[src/rtl/apuracao_votos.sv]
// apuracao_votos: day-vote sequencer.
// Collects one vote per living player, tallies and resolves the majority.
module apuracao_votos #(
    parameter int N_JOG = 5,
    parameter int W_IDX = 3
) (
    input  logic             clock,
    input  logic             reset,
    input  logic             iniciar,
    input  logic [N_JOG-1:0] vivos,
    input  logic [W_IDX-1:0] lobo_idx,
    input  logic             voto_valido,
    input  logic [W_IDX-1:0] voto_alvo,
    output logic [W_IDX-1:0] votante,
    output logic             ocupado,
    output logic             erro_voto,
    output logic             pronto,
    output logic [W_IDX-1:0] eleito,
    output logic             empate,
    output logic             acertou,
    output logic [2:0]       db_estado
);

    localparam int NIDX = 2 ** W_IDX;
    localparam logic [W_IDX-1:0] NENHUM = '1;
    localparam logic [W_IDX-1:0] FIMPTR = W_IDX'(N_JOG);
    localparam logic [W_IDX-1:0] ULTIMO = W_IDX'(N_JOG - 1);

    typedef enum logic [2:0] {
        OCIOSO   = 3'd0,
        BUSCA    = 3'd1,
        ESPERA   = 3'd2,
        REGISTRA = 3'd3,
        APURA    = 3'd4,
        FIM      = 3'd5
    } estado_t;

    estado_t estado, prox;

    logic [N_JOG-1:0] vivos_r;
    logic [NIDX-1:0]  vivos_ext;
    logic [W_IDX-1:0] lobo_r;
    logic [W_IDX-1:0] ptr;
    logic [W_IDX-1:0] alvo_r;
    logic [2:0]       tally [N_JOG];
    logic [W_IDX-1:0] idx;
    logic [2:0]       max_r;
    logic [W_IDX-1:0] arg_r;
    logic             tie_r;
    logic             erro_r;
    logic [W_IDX-1:0] eleito_r;
    logic             empate_r;
    logic             acertou_r;

    logic             rejeita;
    logic             aceita;
    logic [2:0]       n_max;
    logic [W_IDX-1:0] n_arg;
    logic             n_tie;
    logic             sem_vencedor;

    // Out-of-range indices read as dead players.
    assign vivos_ext = NIDX'(vivos_r);

    // Classify the offered vote against the latched alive mask.
    always_comb begin
        rejeita = (voto_alvo >= FIMPTR)
                | ~vivos_ext[voto_alvo]
                | (voto_alvo == ptr);
        aceita  = (estado == ESPERA) & voto_valido & ~rejeita;
    end

    // One step of the majority scan over the current index.
    always_comb begin
        n_max = max_r;
        n_arg = arg_r;
        n_tie = tie_r;
        if (tally[idx] > max_r) begin
            n_max = tally[idx];
            n_arg = idx;
            n_tie = 1'b0;
        end else if (tally[idx] == max_r && max_r != 3'd0) begin
            n_tie = 1'b1;
        end
        sem_vencedor = (n_max == 3'd0) | n_tie;
    end

    // State register.
    always_ff @(posedge clock) begin
        if (reset) estado <= OCIOSO;
        else       estado <= prox;
    end

    // Next-state logic.
    always_comb begin
        prox = estado;
        unique case (estado)
            OCIOSO:   if (iniciar) prox = BUSCA;
            BUSCA: begin
                if (ptr == FIMPTR)       prox = APURA;
                else if (vivos_ext[ptr]) prox = ESPERA;
            end
            ESPERA:   if (aceita) prox = REGISTRA;
            REGISTRA: prox = BUSCA;
            APURA:    if (idx == ULTIMO) prox = FIM;
            FIM:      prox = OCIOSO;
            default:  prox = OCIOSO;
        endcase
    end

    // Round datapath: pointer, tallies, scan and result registers.
    always_ff @(posedge clock) begin
        if (reset) begin
            vivos_r   <= '0;
            lobo_r    <= '0;
            ptr       <= '0;
            alvo_r    <= '0;
            idx       <= '0;
            max_r     <= '0;
            arg_r     <= '0;
            tie_r     <= 1'b0;
            erro_r    <= 1'b0;
            eleito_r  <= NENHUM;
            empate_r  <= 1'b0;
            acertou_r <= 1'b0;
            for (int i = 0; i < N_JOG; i++) tally[i] <= '0;
        end else begin
            erro_r <= (estado == ESPERA) & voto_valido & rejeita;
            unique case (estado)
                OCIOSO: begin
                    if (iniciar) begin
                        vivos_r <= vivos;
                        lobo_r  <= lobo_idx;
                        ptr     <= '0;
                        for (int i = 0; i < N_JOG; i++) tally[i] <= '0;
                    end
                end
                BUSCA: begin
                    if (ptr == FIMPTR) begin
                        idx   <= '0;
                        max_r <= '0;
                        arg_r <= '0;
                        tie_r <= 1'b0;
                    end else if (!vivos_ext[ptr]) begin
                        ptr <= ptr + 1'b1;
                    end
                end
                ESPERA: if (aceita) alvo_r <= voto_alvo;
                REGISTRA: begin
                    tally[alvo_r] <= tally[alvo_r] + 3'd1;
                    ptr           <= ptr + 1'b1;
                end
                APURA: begin
                    idx   <= idx + 1'b1;
                    max_r <= n_max;
                    arg_r <= n_arg;
                    tie_r <= n_tie;
                    if (idx == ULTIMO) begin
                        eleito_r  <= sem_vencedor ? NENHUM : n_arg;
                        empate_r  <= sem_vencedor;
                        acertou_r <= ~sem_vencedor & (n_arg == lobo_r);
                    end
                end
                default: ;
            endcase
        end
    end

    assign votante   = (estado == ESPERA) ? ptr : NENHUM;
    assign ocupado   = (estado != OCIOSO);
    assign pronto    = (estado == FIM);
    assign erro_voto = erro_r;
    assign eleito    = eleito_r;
    assign empate    = empate_r;
    assign acertou   = acertou_r;
    assign db_estado = estado;

endmodule

[config.mk]
export PLATFORM = sky130hd
export DESIGN_NAME = apuracao_votos
export DESIGN_NICKNAME = d
export VERILOG_FILES = /design/src/rtl/apuracao_votos.sv
export SDC_FILE = /design/constraint.sdc
export NUM_CORES = 1
export LEC_CHECK = 0
export ABC_AREA = 0
export CORE_ASPECT_RATIO = 1.25
export CORE_MARGIN = 4
export CORE_UTILIZATION = 61
export DETAILED_ROUTE_END_ITERATION = 8
export GPL_TIMING_DRIVEN = 0
export PLACE_DENSITY = 0.84
export SLEW_MARGIN = 10
export SYNTH_ARGS = -nofsm -noshare
export SYNTH_HDL_FRONTEND = slang
export SYNTH_SLANG_ARGS = --single-unit
[constraint.sdc]
create_clock -name clock -period 8.2 [get_ports clock]
set_clock_uncertainty 0.15 [all_clocks]
set_input_delay 1.64 -clock clock [delete_from_list [all_inputs] [get_ports clock]]
set_output_delay 1.64 -clock clock [all_outputs]
set_load 0.05 [all_outputs]
==> results of run 1 <==
-- worst max path at each step --
stage | end | start | depth (start not counted)
global route | votante[2] | db_estado[1]$_SDFFE_PP0P_ | 4
global placement | register | voto_alvo[0] | 8
floorplan | votante[0] | db_estado[1]$_SDFFE_PP0P_ | 3
CTS | pronto | db_estado[0]$_SDFFE_PP0P_ | 4
finish | pronto | db_estado[0]$_SDFFE_PP0P_ | 4
detailed placement | alvo_r[2]$_SDFFE_PP0P_ | voto_alvo[0] | 8
-- power breakdown --
group | internal [mW] | total, mW | leakage (nW) | switching (mW)
Combinational | 0.0380 | 0.0926 | 0.641 | 0.0547
Clock | 0.170 | 0.288 | 0.102 | 0.118
Sequential | 0.337 | 0.347 | 0.560 | 0.00972
-- layer usage --
metal / GRT usage [%] / wire [um] / up-vias / part of all wire, %
li1: - / - / 1152 / -
met5: 0 / 0 / - / 0
met3: 5.05 / 311 / 22 / 4.4
met1: 26.9 / 2760 / 1153 / 39
met4: 15.0 / 231 / 0 / 3.3
met2: 43.1 / 3690 / 79 / 53
-- cell type report --
cell class	count	area [um^2]	area share (%)
plain buffers	15	63.8	1.73
multi-input cells	213	1510	40.9
well taps	60	75.1	2.03
flip-flops and latches	63	1500	40.7
clock buffers	10	128	3.46
repair buffers	28	280	7.60
clock inverters	6	85.1	2.31
inverters	13	48.8	1.32
-- state kept, by name, summed over array words and instances (netlist names), named ones only --
signal and flops:
acertou 1, erro_voto 1, tie_r 1, db_estado 3
eleito 3, idx 3, ptr 3, arg_r 3
vivos_r 5, empate 1, lobo_r 3, max_r 3
alvo_r 3, tally 24
-- cell usage after synthesis (all sizes together), types with 6 or more instances --
master / instances / share of area [%]
edfxtp: 24 / 23
a21oi: 20 / 3.4
dfxtp: 39 / 25
xnor2: 7 / 2.0
nand2: 33 / 4.0
nand3: 7 / 1.1
o21ai: 6 / 0.96
mux4: 11 / 7.9
inv: 13 / 1.6
ha: 8 / 3.2
clkbuf: 13 / 1.6
nor3: 10 / 1.9
nor2: 46 / 5.5
mux2i: 20 / 6.5
-- through the flow --
step	area, um^2	cells	total power, mW	setup slack (ns)
detailed placement	3480	392	0.445	4.39
floorplan	3120	304	0.414	4.81
global placement	3480	392	0.442	4.45
finish	3690	408	0.727	4.15
CTS	3690	408	0.730	4.15
global route	3690	408	0.753	4.04
-- critical path, delay by kind of cell, from the launching register on --
kind	cells	cell delay, ns
buffers and inverters	2	1.10
and+or+nand+nor	2	0.48
DFF	1	0.34
-- cells by family (layout without fill, tap and decap cells) --
family,Yosys count,count (layout),share of synthesized area [%]
simple gates,122,122,18.2
compound gates,38,38,8.10
mux,35,35,16.0
flops,63,63,48.1
xor+xnor,10,10,2.81
buf+inv,28,72,3.61
fa+ha+maj,8,8,3.21
==> flow_metrics.py, run 1 <==
metrics = {
    "sta": {
        "maxSlewViolCount": 0,
        "hold_viol": 0,
        "tns_ns": 0,
        "setup_viol": 0,
        "fin_crit_ns": 4.05,
        "fmax_mhz": 247,
        "period_share_pct": 49.4,
        "tightest_slew_ns": 0.600,
        "grt_setup_unrepaired": "false",
        "whs_ns": 0.322,
        "relSlewSlack_pct": 59.9,
    },
    "clocking": {
        "cts_tree": "built",
        "clock-root-buffer": "clkbuf_8",
        "ctsHoldBuffers": 0,
        "cts_resized": 0,
        "numCtsBuffers": 9,
        "clk_pin_slew_ns": 0.07,
        "clk_latency_ns": 0.34,
        "cts_buffer_depth": 2,
        "clock-sinks": 63,
        "htree_levels": 3,
        "cts_setup_buffers": 0,
    },
    "detailed_routing": {
        "drc": 0,
        "wl_mm": 7.00,
        "vias_per_cell": 5.90,
        "ant_nets": 0,
        "initialDrtViolationCount": 147,
        "wire_per_inst_um": 17.1,
        "num_vias": 2406,
        "dr.pass1.iters": 4,
    },
    "floorplanning": {
        "die_h_um": 88.0,
        "rows": 28,
        "die_area_um2": 6330,
        "die_w_um": 72.0,
        "coreArea_um2": 4830,
        "start_util_pct": 64.6,
        "boundaryPins": 29,
    },
    "final_layout": {
        "antenna_cells": 0,
        "layout_common_cells": "nor2_1, dfxtp_1, nand2_1",
        "fin_util_pct": 76.3,
        "final_common_cell": "nor2_1",
        "drive_gt1_share_pct": 12.4,
        "num-nets-final": 366,
        "fillers": 304,
        "syn_to_final_growth_pct": 18.2,
    },
    "worst_hold_path": {
        "worstHoldEndpoint": "lobo_r[0]$_SDFFE_PP0P_",
        "hold_path_depth": 2,
        "hp-start": "lobo_r[0]$_SDFFE_PP0P_",
        "holdCritPathClass": "reg2reg",
    },
    "placement": {
        "gp_congestion": 0.896,
        "dp_hpwl_mm": 5.23,
        "port_buffers": 28,
    },
    "setup_path": {
        "critPathCaptureType": "output port",
        "reg2reg_to": "acertou$_SDFFE_PP0P_",
        "worstPathCellList": "clkbuf_1 > nor2b_1 > and2_1 > clkdlybuf4s50_1",
        "worstSetupStartpointType": "register",
        "cp.arrival_ns": 2.26,
        "reg2reg_slack_ns": 4.85,
        "max_stage_delay_ns": 0.80,
        "worstPathRequired_ns": 6.41,
        "crit_type": "reg2out",
        "cp_max_fo": 9,
        "rr_worst_depth": 11,
        "crit_slowest_cell": "clkdlybuf4s50_1",
    },
    "global_routing": {
        "antenna_found_initial": 0,
        "grt_pass1_wl_mm": 11.7,
        "grtUsageTotal_pct": 24.5,
        "grt_overflow": 0,
        "grt_max_degree": 12,
        "grt_pass1_vias": 2469,
    },
    "logic_synthesis": {
        "ys_seq_elements": 63,
        "netlist_instances": 304,
        "yosys_most_used_dff": "dfxtp_1",
        "yosysWarnings": 0,
        "async_reset_ff_share_pct": 0,
        "yosysSeqAreaShare_pct": 48.1,
        "synth-edff-count": 24,
        "syn_area_um2": 3120,
        "syn_nets": 327,
        "syn_area_per_cell_um2": 10.3,
        "yosysUniqueCellTypes": 43,
    },
    "pwr": {
        "ir_worst_vdd_mv": 0.189,
        "p_leak_nw": 1.30,
        "powerDensity_nw_per_um2": 197,
    },
    "outcome": {
        "status": "completed",
    },
    "flow_run": {
        "maxCapViolCount": 0,
    },
}
Note: power is estimated with default switching activity, not from simulation.
==> inputs of run 2 (changes only) <==
CORE_UTILIZATION = 57   (was 61)
PLACE_DENSITY = 0.79   (was 0.84)
clock period = 3.9 ns   (was 8.2 ns; I/O delays follow)
==> flow_metrics.py, run 2 (same netlist as run 1, synthesis figures left out) <==
metrics = {
    "setup_path": {
        "worstPathCellList": "buf_6 > mux2i_1 > mux4_2 > inv_2 > ha_1 > nand3_1 > a21boi_2 > mux2_4 > a311oi_4 > a22o_1",
        "cpLargestDelayFamily": "compound AO/OA/AOI/OAI gates",
        "critPathCaptureType": "register",
        "reg2reg_to": "acertou$_SDFFE_PP0P_",
        "max_stage_delay_ns": 0.49,
        "worstSetupStartpointType": "register",
        "path_buf_inv": 2,
        "reg2reg_slack_ns": 0.59,
        "cp_max_fo": 10,
        "cp.arrival_ns": 3.45,
        "worstPathRequired_ns": 4.03,
        "rr_worst_depth": 10,
        "crit_slowest_cell": "mux4_2",
        "crit_type": "reg2reg",
    },
    "pwr": {
        "p_leak_nw": 1.30,
        "powerDensity_nw_per_um2": 399,
        "ir_worst_vdd_mv": 0.293,
    },
    "clocking": {
        "numCtsBuffers": 9,
        "clk_pin_slew_ns": 0.07,
        "clk_latency_ns": 0.34,
        "cts_setup_buffers": 0,
        "cts_resized": 0,
        "cts_buffer_depth": 2,
        "clock-sinks": 63,
        "ctsHoldBuffers": 0,
        "htree_levels": 3,
        "cts_tree": "built",
        "clock-root-buffer": "clkbuf_8",
    },
    "sta": {
        "tightest_slew_ns": 0.558,
        "hold_viol": 0,
        "tns_ns": 0,
        "fmax_mhz": 302,
        "grt_setup_unrepaired": "false",
        "setup_viol": 0,
        "relSlewSlack_pct": 62.7,
        "fin_crit_ns": 3.31,
        "period_share_pct": 84.9,
        "maxSlewViolCount": 0,
    },
    "detailed_routing": {
        "ant_nets": 0,
        "vias_per_cell": 5.71,
        "wl_mm": 6.36,
        "drc": 0,
        "dr.pass1.iters": 4,
        "initialDrtViolationCount": 170,
        "wire_per_inst_um": 15.5,
        "num_vias": 2343,
    },
    "global_routing": {
        "grt_max_degree": 12,
        "grt_pass1_vias": 2313,
        "grt_overflow": 0,
        "grtUsageTotal_pct": 20.7,
        "antenna_found_initial": 0,
        "grt_pass1_wl_mm": 10.7,
    },
    "floorplanning": {
        "coreArea_um2": 5190,
        "die_w_um": 74.2,
        "die_h_um": 90.7,
        "die_area_um2": 6730,
        "start_util_pct": 60.2,
        "boundaryPins": 29,
        "rows": 29,
    },
    "final_layout": {
        "largest-register": "tally",
        "drive_gt1_share_pct": 12.4,
        "top_regs": "tally: 24 flops, vivos_r: 5 flops",
        "layout_common_cells": "nor2_1, dfxtp_1, nand2_1",
        "final_common_cell": "nor2_1",
        "finalInstanceArea_um2": 3670,
        "fillers": 389,
        "largest_register_ff_count": 24,
        "antenna_cells": 0,
        "num-nets-final": 366,
        "syn_to_final_growth_pct": 17.5,
    },
    "flow_run": {
        "maxCapViolCount": 0,
    },
    "placement": {
        "gp_congestion": 0.934,
        "dpl_cell_area_um2": 3480,
        "port_buffers": 28,
        "dp_hpwl_mm": 4.87,
    },
    "worst_hold_path": {
        "hold_path_depth": 2,
        "hp-start": "lobo_r[1]$_SDFFE_PP0P_",
        "worstHoldEndpoint": "lobo_r[1]$_SDFFE_PP0P_",
        "holdCritPathClass": "reg2reg",
    },
    "outcome": {
        "status": "completed",
    },
}
## run 2: worst max path at each step
stage / end / slack [ns] / depth (start not counted)
global placement: acertou$_SDFFE_PP0P_ / 0.65 / 10
CTS: acertou$_SDFFE_PP0P_ / 0.57 / 10
floorplan: eleito[2]$_SDFFE_PP1P_ / 0.97 / 10
finish: acertou$_SDFFE_PP0P_ / 0.59 / 10
global route: acertou$_SDFFE_PP0P_ / 0.43 / 11
detailed placement: acertou$_SDFFE_PP0P_ / 0.60 / 11
## run 2: layout make-up
type | count | area [um^2] | share of cell area, %
clock buffers | 10 | 128 | 3.48
inverters | 13 | 48.8 | 1.33
repair buffers | 28 | 280 | 7.64
flip-flops and latches | 63 | 1500 | 40.9
multi-input cells | 213 | 1510 | 41.1
clock inverters | 6 | 61.3 | 1.67
plain buffers | 15 | 63.8 | 1.74
well taps | 62 | 77.6 | 2.11
## run 2: per-layer routing
metal	up-vias	wire, um	global-route usage [%]
met5	-	0	0
met4	0	139	9.06
met3	15	267	4.34
met2	67	3240	33.1
met1	1114	2710	26.5
li1	1147	-	-
## run 2: stage by stage
| step | utilization [%] | hold WS (ns) | power (mW) | worst slack, ns | std cells |
|---|---|---|---|---|---|
| 6_report | 70.7 | 0.324 | 1.46 | 0.587 | 410 |
| 5_1_grt | 70.7 | 0.353 | 1.52 | 0.431 | 410 |
| 4_1_cts | 70.7 | 0.328 | 1.46 | 0.571 | 410 |
| 3_5_place_dp | 67.1 | 0.319 | 0.933 | 0.598 | 394 |
| 3_3_place_gp | 67.1 | 0.308 | 0.927 | 0.652 | 394 |
| 2_1_floorplan | - | 0.293 | 0.871 | 0.973 | 304 |
## run 2: report_power, final
part           total, mW  switching (mW)  internal (mW)
logic              0.191           0.112         0.0794
clock network      0.543           0.250          0.293
registers          0.728          0.0195          0.709
total               1.46           0.381           1.08
## run 2: worst min-delay path: stages, from the launching register on
cell and delay (ns):
dfxtp_1 0.32, nand2_1 0.05, a21oi_1 0.06
